### src/rtl/uart_regfile_master.sv
// uart_regfile_master: host-side initiator that sends regfile UART packets, fetches read replies and reports status
module uart_regfile_master #(
  parameter int TIMEOUT_CYCLES = 4096,
  parameter int TO_W = $clog2(TIMEOUT_CYCLES) + 1
) (
  input  logic        clk,
  input  logic        reset,
  input  logic        cmd_valid,
  output logic        cmd_ready,
  input  logic        cmd_wrb,
  input  logic [7:0]  cmd_addr,
  input  logic [7:0]  cmd_data,
  output logic        rsp_valid,
  input  logic        rsp_ready,
  output logic [7:0]  rsp_data,
  output logic [1:0]  rsp_status,
  output logic [17:0] tx_data,
  output logic        ld_tx_data,
  input  logic        tx_busy,
  input  logic [17:0] rx_data,
  input  logic        rx_empty,
  output logic        uld_rx_data,
  output logic [7:0]  drop_count
);
  typedef enum logic [2:0] {IDLE, DRAIN, LOAD, TX_WAIT, WAIT_RX, UNLOAD, CAPTURE, RESPOND} state_t;
  state_t state, state_n;
  logic [2:0] busy_sync;
  logic busy_s, busy_rise, timeout, accept;
  logic [TO_W-1:0] cnt;
  logic [16:0] pkt;
  assign busy_s = busy_sync[1];
  assign busy_rise = busy_sync[1] & ~busy_sync[2];
  assign timeout = cnt == TO_W'(TIMEOUT_CYCLES - 1);
  assign accept = cmd_valid & cmd_ready;
  assign pkt = {cmd_addr, cmd_wrb ? 8'h00 : cmd_data, cmd_wrb};
  always_ff @(posedge clk)
    if (reset) state <= IDLE;
    else state <= state_n;
  always_comb begin
    state_n = state;
    cmd_ready = 1'b0;
    ld_tx_data = 1'b0;
    uld_rx_data = 1'b0;
    rsp_valid = 1'b0;
    case (state)
      IDLE: begin
        cmd_ready = rx_empty & ~busy_s;
        state_n = !rx_empty ? DRAIN : (cmd_valid & ~busy_s) ? LOAD : IDLE;
      end
      DRAIN: begin
        uld_rx_data = 1'b1;
        state_n = IDLE;
      end
      LOAD: begin
        ld_tx_data = 1'b1;
        state_n = busy_rise ? TX_WAIT : timeout ? RESPOND : LOAD;
      end
      TX_WAIT: state_n = busy_s ? TX_WAIT : tx_data[0] ? WAIT_RX : RESPOND;
      WAIT_RX: state_n = !rx_empty ? UNLOAD : timeout ? RESPOND : WAIT_RX;
      UNLOAD: begin
        uld_rx_data = 1'b1;
        state_n = CAPTURE;
      end
      CAPTURE: state_n = RESPOND;
      RESPOND: begin
        rsp_valid = 1'b1;
        state_n = rsp_ready ? IDLE : RESPOND;
      end
      default: state_n = IDLE;
    endcase
  end
  always_ff @(posedge clk)
    if (reset) begin
      busy_sync <= '0;
      cnt <= '0;
      tx_data <= '0;
      rsp_data <= '0;
      rsp_status <= '0;
      drop_count <= '0;
    end else begin
      busy_sync <= {busy_sync[1:0], tx_busy};
      cnt <= state_n != state ? '0 : cnt + 1'b1;
      if (accept) tx_data <= {~^pkt, pkt};
      if (state == DRAIN && drop_count != 8'hff) drop_count <= drop_count + 1'b1;
      if (state != RESPOND && state_n == RESPOND) begin
        rsp_data <= state == CAPTURE ? rx_data[8:1] : state == TX_WAIT ? tx_data[8:1] : 8'h00;
        rsp_status <= state == CAPTURE ? (~^rx_data ? 2'b01 : rx_data[16:9] != tx_data[16:9] ? 2'b10 : 2'b00)
                    : state == TX_WAIT ? 2'b00 : 2'b11;
      end
    end
endmodule

### config.mk
export PLATFORM = sky130hd
export DESIGN_NAME = uart_regfile_master
export DESIGN_NICKNAME = d
export VERILOG_FILES = /design/src/rtl/uart_regfile_master.sv
export SDC_FILE = /design/constraint.sdc
export NUM_CORES = 1
export LEC_CHECK = 0
export ABC_AREA = 1
export BUFFER_PORTS_ARGS = -buffer_cell sky130_fd_sc_hd__clkbuf_2
export CORE_MARGIN = 4
export CORE_UTILIZATION = 54
export CTS_CLUSTER_SIZE = 40
export DETAILED_ROUTE_END_ITERATION = 10
export PLACE_DENSITY = 0.8
export SYNTH_ARGS = -nofsm -noshare
export SYNTH_HDL_FRONTEND = slang
export SYNTH_SLANG_ARGS = --single-unit
### constraint.sdc
create_clock -name clk -period 2.4 [get_ports clk]
set_clock_uncertainty 0.15 [all_clocks]
set_input_delay 0.24 -clock clk [delete_from_list [all_inputs] [get_ports clk]]
set_output_delay 0.24 -clock clk [all_outputs]
set_load 0.02 [all_outputs]
==> results by stage <==
Cells and area:
- The number of fill cells in the layout is 549.
- The commonest non-fill, non-tap cell in the layout is sky130_fd_sc_hd__nand2_1.
- Measured on the finished design, the core utilization comes to 0.654.
- From synthesis to final layout, the design area changed by 15.6%.
- Of the cells placed in the final design, the portion with a size suffix greater than 1 is 0.228.
- Summing all multi-input logic gate instances after layout gives 0.00197 sq mm.
- The register area is 0.00110 sq mm.
- The number of antenna diodes in the final layout is 0.
- In the layout the commonest cells are sky130_fd_sc_hd__nand2_1 (139), sky130_fd_sc_hd__clkbuf_2 (80), sky130_fd_sc_hd__inv_1 (62), sky130_fd_sc_hd__nor2_1 (60), sky130_fd_sc_hd__dfxtp_1 (53).
- The final net count is 623.

Logic synthesis:
- Counting flops with a built-in enable in the synthesized netlist gives 0.
- The synthesized cell area is 0.00341 sq mm.
- Synthesis produced a netlist with a net count of 544.
- The share of synthesized area occupied by flip-flops and latches is 0.323.
- The count of distinct cell types in the synthesized netlist is 41.
- The primary flip-flop cell chosen by synthesis mapping is sky130_fd_sc_hd__dfxtp_1.
- The count of warnings emitted by yosys is 0.
- Counting flops with an async set or reset pin after synthesis yields a share of 0.
- The total of flip-flops plus latches after synthesis is 55.
- The count of mapped cells out of synthesis is 501.
- The post-synthesis average cell area is 6.80 sq um.

Place:
- Routability-driven placement finished with a final weighted congestion of 0.899.
- In this run the tool buffered the top-level ports with 80 buffer cells.
- The pre-CTS setup slack is 0.120 ns.
- The post-detailed-placement half-perimeter wirelength is 6510 microns.

Timing:
- The achievable clock frequency is 449 MHz.
- The final cycle utilization of the critical path is 0.928.
- The final setup TNS is 0 ns.
- Setup repair after global routing left no endpoint under its margin.
- The final setup slack of the worst path is 0.173 ns.
- Measured against its own limit, the worst slew margin works out to 0.699.
- The count of final hold-check violations is 0.
- The setup violation total in the final timing report is 0.
- The slew at the pin closest to its max-slew limit is 0.451 ns.
- The final number of max-transition violations was 0.
- The final critical-path required period is 2.23 ns.

Clocking:
- The CTS tree is done.
- The clock reaches the later pin of the worst-skew pair after 0.31 ns.
- The cell chosen for the clock root is sky130_fd_sc_hd__clkbuf_8.
- In this run, CTS created clock tree buffers numbering 5.
- The maximum count of clock buffers along a single path is 2.
- Clock-pin slew was measured on the worst setup and hold paths at 0.10 ns.
- The maximum level of the CTS H-tree is 2.
- The number of sinks handled by clock tree synthesis is 55.

Drt:
- The count of routing violations after the opening detailed-route iteration is 109.
- After detailed routing, the number of remaining DRC violations is 0.
- The number of vias per cell after detailed routing is 5.02.
- Once detail routing completed, the nets flagged for antenna violations numbered 0.
- The routed wire length per instance is 12.2 microns.
- The first detailed-routing pass ran for 4 iterations.
- The routed wire length is 7960 microns.
- The total via count in the routed design is 3,289.

Setup path:
- The number of buffers and inverters on the critical path is 0.
- Among the stages of the critical path, the cell type that occurs most often is sky130_fd_sc_hd__nor2_1.
- The arrival time reported for the critical path endpoint is 2.31 ns.
- For flop-to-flop paths, the worst setup slack is 0.17 ns.
- At the worst endpoint, the required time is 2.48 ns.
- The capturing element of the worst setup path is cnt[0]$_SDFF_PP0_.
- Along the worst path, the maximum fanout reaches 13.
- The path type of the worst setup path is reg -> reg.
- The slowest stage of the critical path belongs to the cell sky130_fd_sc_hd__dfxtp_1.
- The worst reg2reg path endpoint is cnt[0]$_SDFF_PP0_.
- The startpoint kind of the worst setup timing path is a flop.
- On the worst path, the slowest cell contributes a delay of 0.61 ns.
- Grouping stages by cell kind, the critical path spends the most delay in simple AND/OR/NAND/NOR gates.
- The type of element capturing the critical path is a flop.
- The critical path goes through nor2_1, nand2_1, nand3_1, nor2_1, nand3_4, a21oi_4, nand3_4, nor2_1.
- In this run the critical register-to-register path is launched from state[1]$_SDFF_PP0_.
- The critical path runs through a total of 8 cells.
- The worst setup path startpoint is state[1]$_SDFF_PP0_.
- Counting cells, the worst reg-to-reg path comes to 8.

Floorplanning:
- The floorplan step defined a die boundary enclosing 0.00765 sq mm.
- From bottom edge to top edge, the die measures 87.4 microns.
- The die width is 87.4 microns.
- The core footprint is 0.00603 sq mm.
- The row count is 28.
- The total I/O pin count is 81.
- The effective utilization at floorplan is 0.566.

GRT:
- The via count of the first global-routing pass is 3,222.
- Across every metal layer, demand over resource in global routing totals 0.223.
- The first global-routing pass estimated 13,700 microns of wire.
- The initial antenna violation count is 0.
- The largest net degree at the start of global routing is 34.
- For this run the aggregate overflow at the end of global routing stands at 0.

Status:
- The run finished with clean final reports.

Power:
- The total design power is 2.25 mW.
- In this run the power density over the cells is 572 mW/mm^2.
- Summed over all cells, the static leakage comes to 1.99 nW.
- The worst-case IR drop observed on VDD is 302 uV.

Worst hold path:
- The min-delay analysis places its worst path in the category in -> reg.

Flow run:
- Max-cap violations in this run came to 0.
## cells in the mapped netlist (3+ instances only)
cell type                    n  area share
sky130_fd_sc_hd__nor2_1     60       0.066
sky130_fd_sc_hd__inv_1      62       0.068
sky130_fd_sc_hd__o22ai_1     6       0.011
sky130_fd_sc_hd__nand2_1   139        0.15
sky130_fd_sc_hd__o21ai_1     9       0.013
sky130_fd_sc_hd__a21oi_1    19       0.028
sky130_fd_sc_hd__nand4_1     4      0.0073
sky130_fd_sc_hd__dfxtp_1    55        0.32
sky130_fd_sc_hd__nand3_4     4       0.021
sky130_fd_sc_hd__nor2_4     12       0.040
sky130_fd_sc_hd__nor3_1      5      0.0073
sky130_fd_sc_hd__nand2_2     4      0.0073
sky130_fd_sc_hd__nand2_4     3      0.0099
sky130_fd_sc_hd__inv_2       4      0.0044
sky130_fd_sc_hd__clkbuf_1    5      0.0055
sky130_fd_sc_hd__xnor2_1    14       0.036
sky130_fd_sc_hd__o21ai_0    24       0.035
sky130_fd_sc_hd__nand3_1    27       0.040
sky130_fd_sc_hd__xor2_1     12       0.031
## kinds of logic after synthesis
| logic type | count (synthesis) | share of synthesized area |
|---|---|---|
| AND/OR/NAND/NOR | 272 | 0.392 |
| adder cells (fa/ha/maj) | 2 | 0.00734 |
| AO/OA/AOI/OAI | 67 | 0.111 |
| buffers and inverters | 79 | 0.0995 |
| flip-flops | 55 | 0.323 |
| XOR/XNOR | 26 | 0.0668 |
## timing repair
| action | in CTS | in global routing |
|---|---|---|
| hold endpoints to repair | 1 | 0 |
| gates resized for setup | 0 | 2 |
| endpoints found under the setup margin | 0 | 1 |
| setup buffers | 0 | 0 |
| hold buffers | 1 | 0 |
## registers in the layout, indices dropped and copies added, names as in the netlist
| signal | count |
|---|---|
| drop_count | 8 |
| cnt | 13 |
| state | 3 |
| tx_data | 18 |
| busy_sync | 3 |
| rsp_status | 2 |
| rsp_data | 8 |
## through the flow
| step | cell area [sq um] | std cells | hold WS, ns |
|---|---|---|---|
| 3_3_place_gp | 3840 | 647 | 0.239 |
| 6_report | 3940 | 655 | 0.0340 |
| 4_1_cts | 3940 | 655 | 0.0277 |
| 5_1_grt | 3940 | 655 | 0.0421 |
| 3_5_place_dp | 3840 | 647 | 0.246 |
| 2_1_floorplan | 3410 | 501 | 0.197 |
## cell type report
type	count	share of cell area
Clock inverter	1	0.00127
Clock buffer	6	0.0210
Inverter	68	0.0661
Multi-Input combinational cell	367	0.500
Timing Repair Buffer	83	0.108
Sequential cell	55	0.280
Tap cell	75	0.0238
## tightest hold or removal path, stage by stage
cell and delay (ns):
sky130_fd_sc_hd__clkbuf_2 0.09, sky130_fd_sc_hd__inv_1 0.07, sky130_fd_sc_hd__a21oi_1 0.06
## per-layer routing
| metal | share of wire | track usage | up-vias |
|---|---|---|---|
| met1 | 0.41 | 0.253 | 1455 |
| met4 | 0.029 | 0.0893 | 0 |
| met5 | 0 | 0 | - |
| li1 | - | - | 1723 |
| met2 | 0.52 | 0.407 | 91 |
| met3 | 0.048 | 0.0378 | 20 |
## power by group
part | internal [mW] | total [mW] | leakage [nW] | switching, mW
combinational | 0.228 | 0.681 | 1.49 | 0.453
clock | 0.227 | 0.524 | 0.0470 | 0.296
sequential | 0.974 | 1.05 | 0.448 | 0.0731
total | 1.43 | 2.25 | 1.99 | 0.823
## worst min-delay path by stage
stage                     slack [ns]                       to               startpoint  cells after the start
after floorplan                 0.20  busy_sync[0]$_SDFF_PP0_                  tx_busy                      2
after global placement          0.24  busy_sync[1]$_SDFF_PP0_  busy_sync[0]$_SDFF_PP0_                      2
after detailed placement        0.25  busy_sync[1]$_SDFF_PP0_  busy_sync[0]$_SDFF_PP0_                      2
after CTS                       0.03  tx_data[9]$_SDFFE_PP0P_              cmd_addr[0]                      3
after global routing            0.04  tx_data[8]$_SDFFE_PP0P_              cmd_data[7]                      3
final                           0.03  tx_data[9]$_SDFFE_PP0P_              cmd_addr[0]                      3
Power figures use the tool's default switching activity.
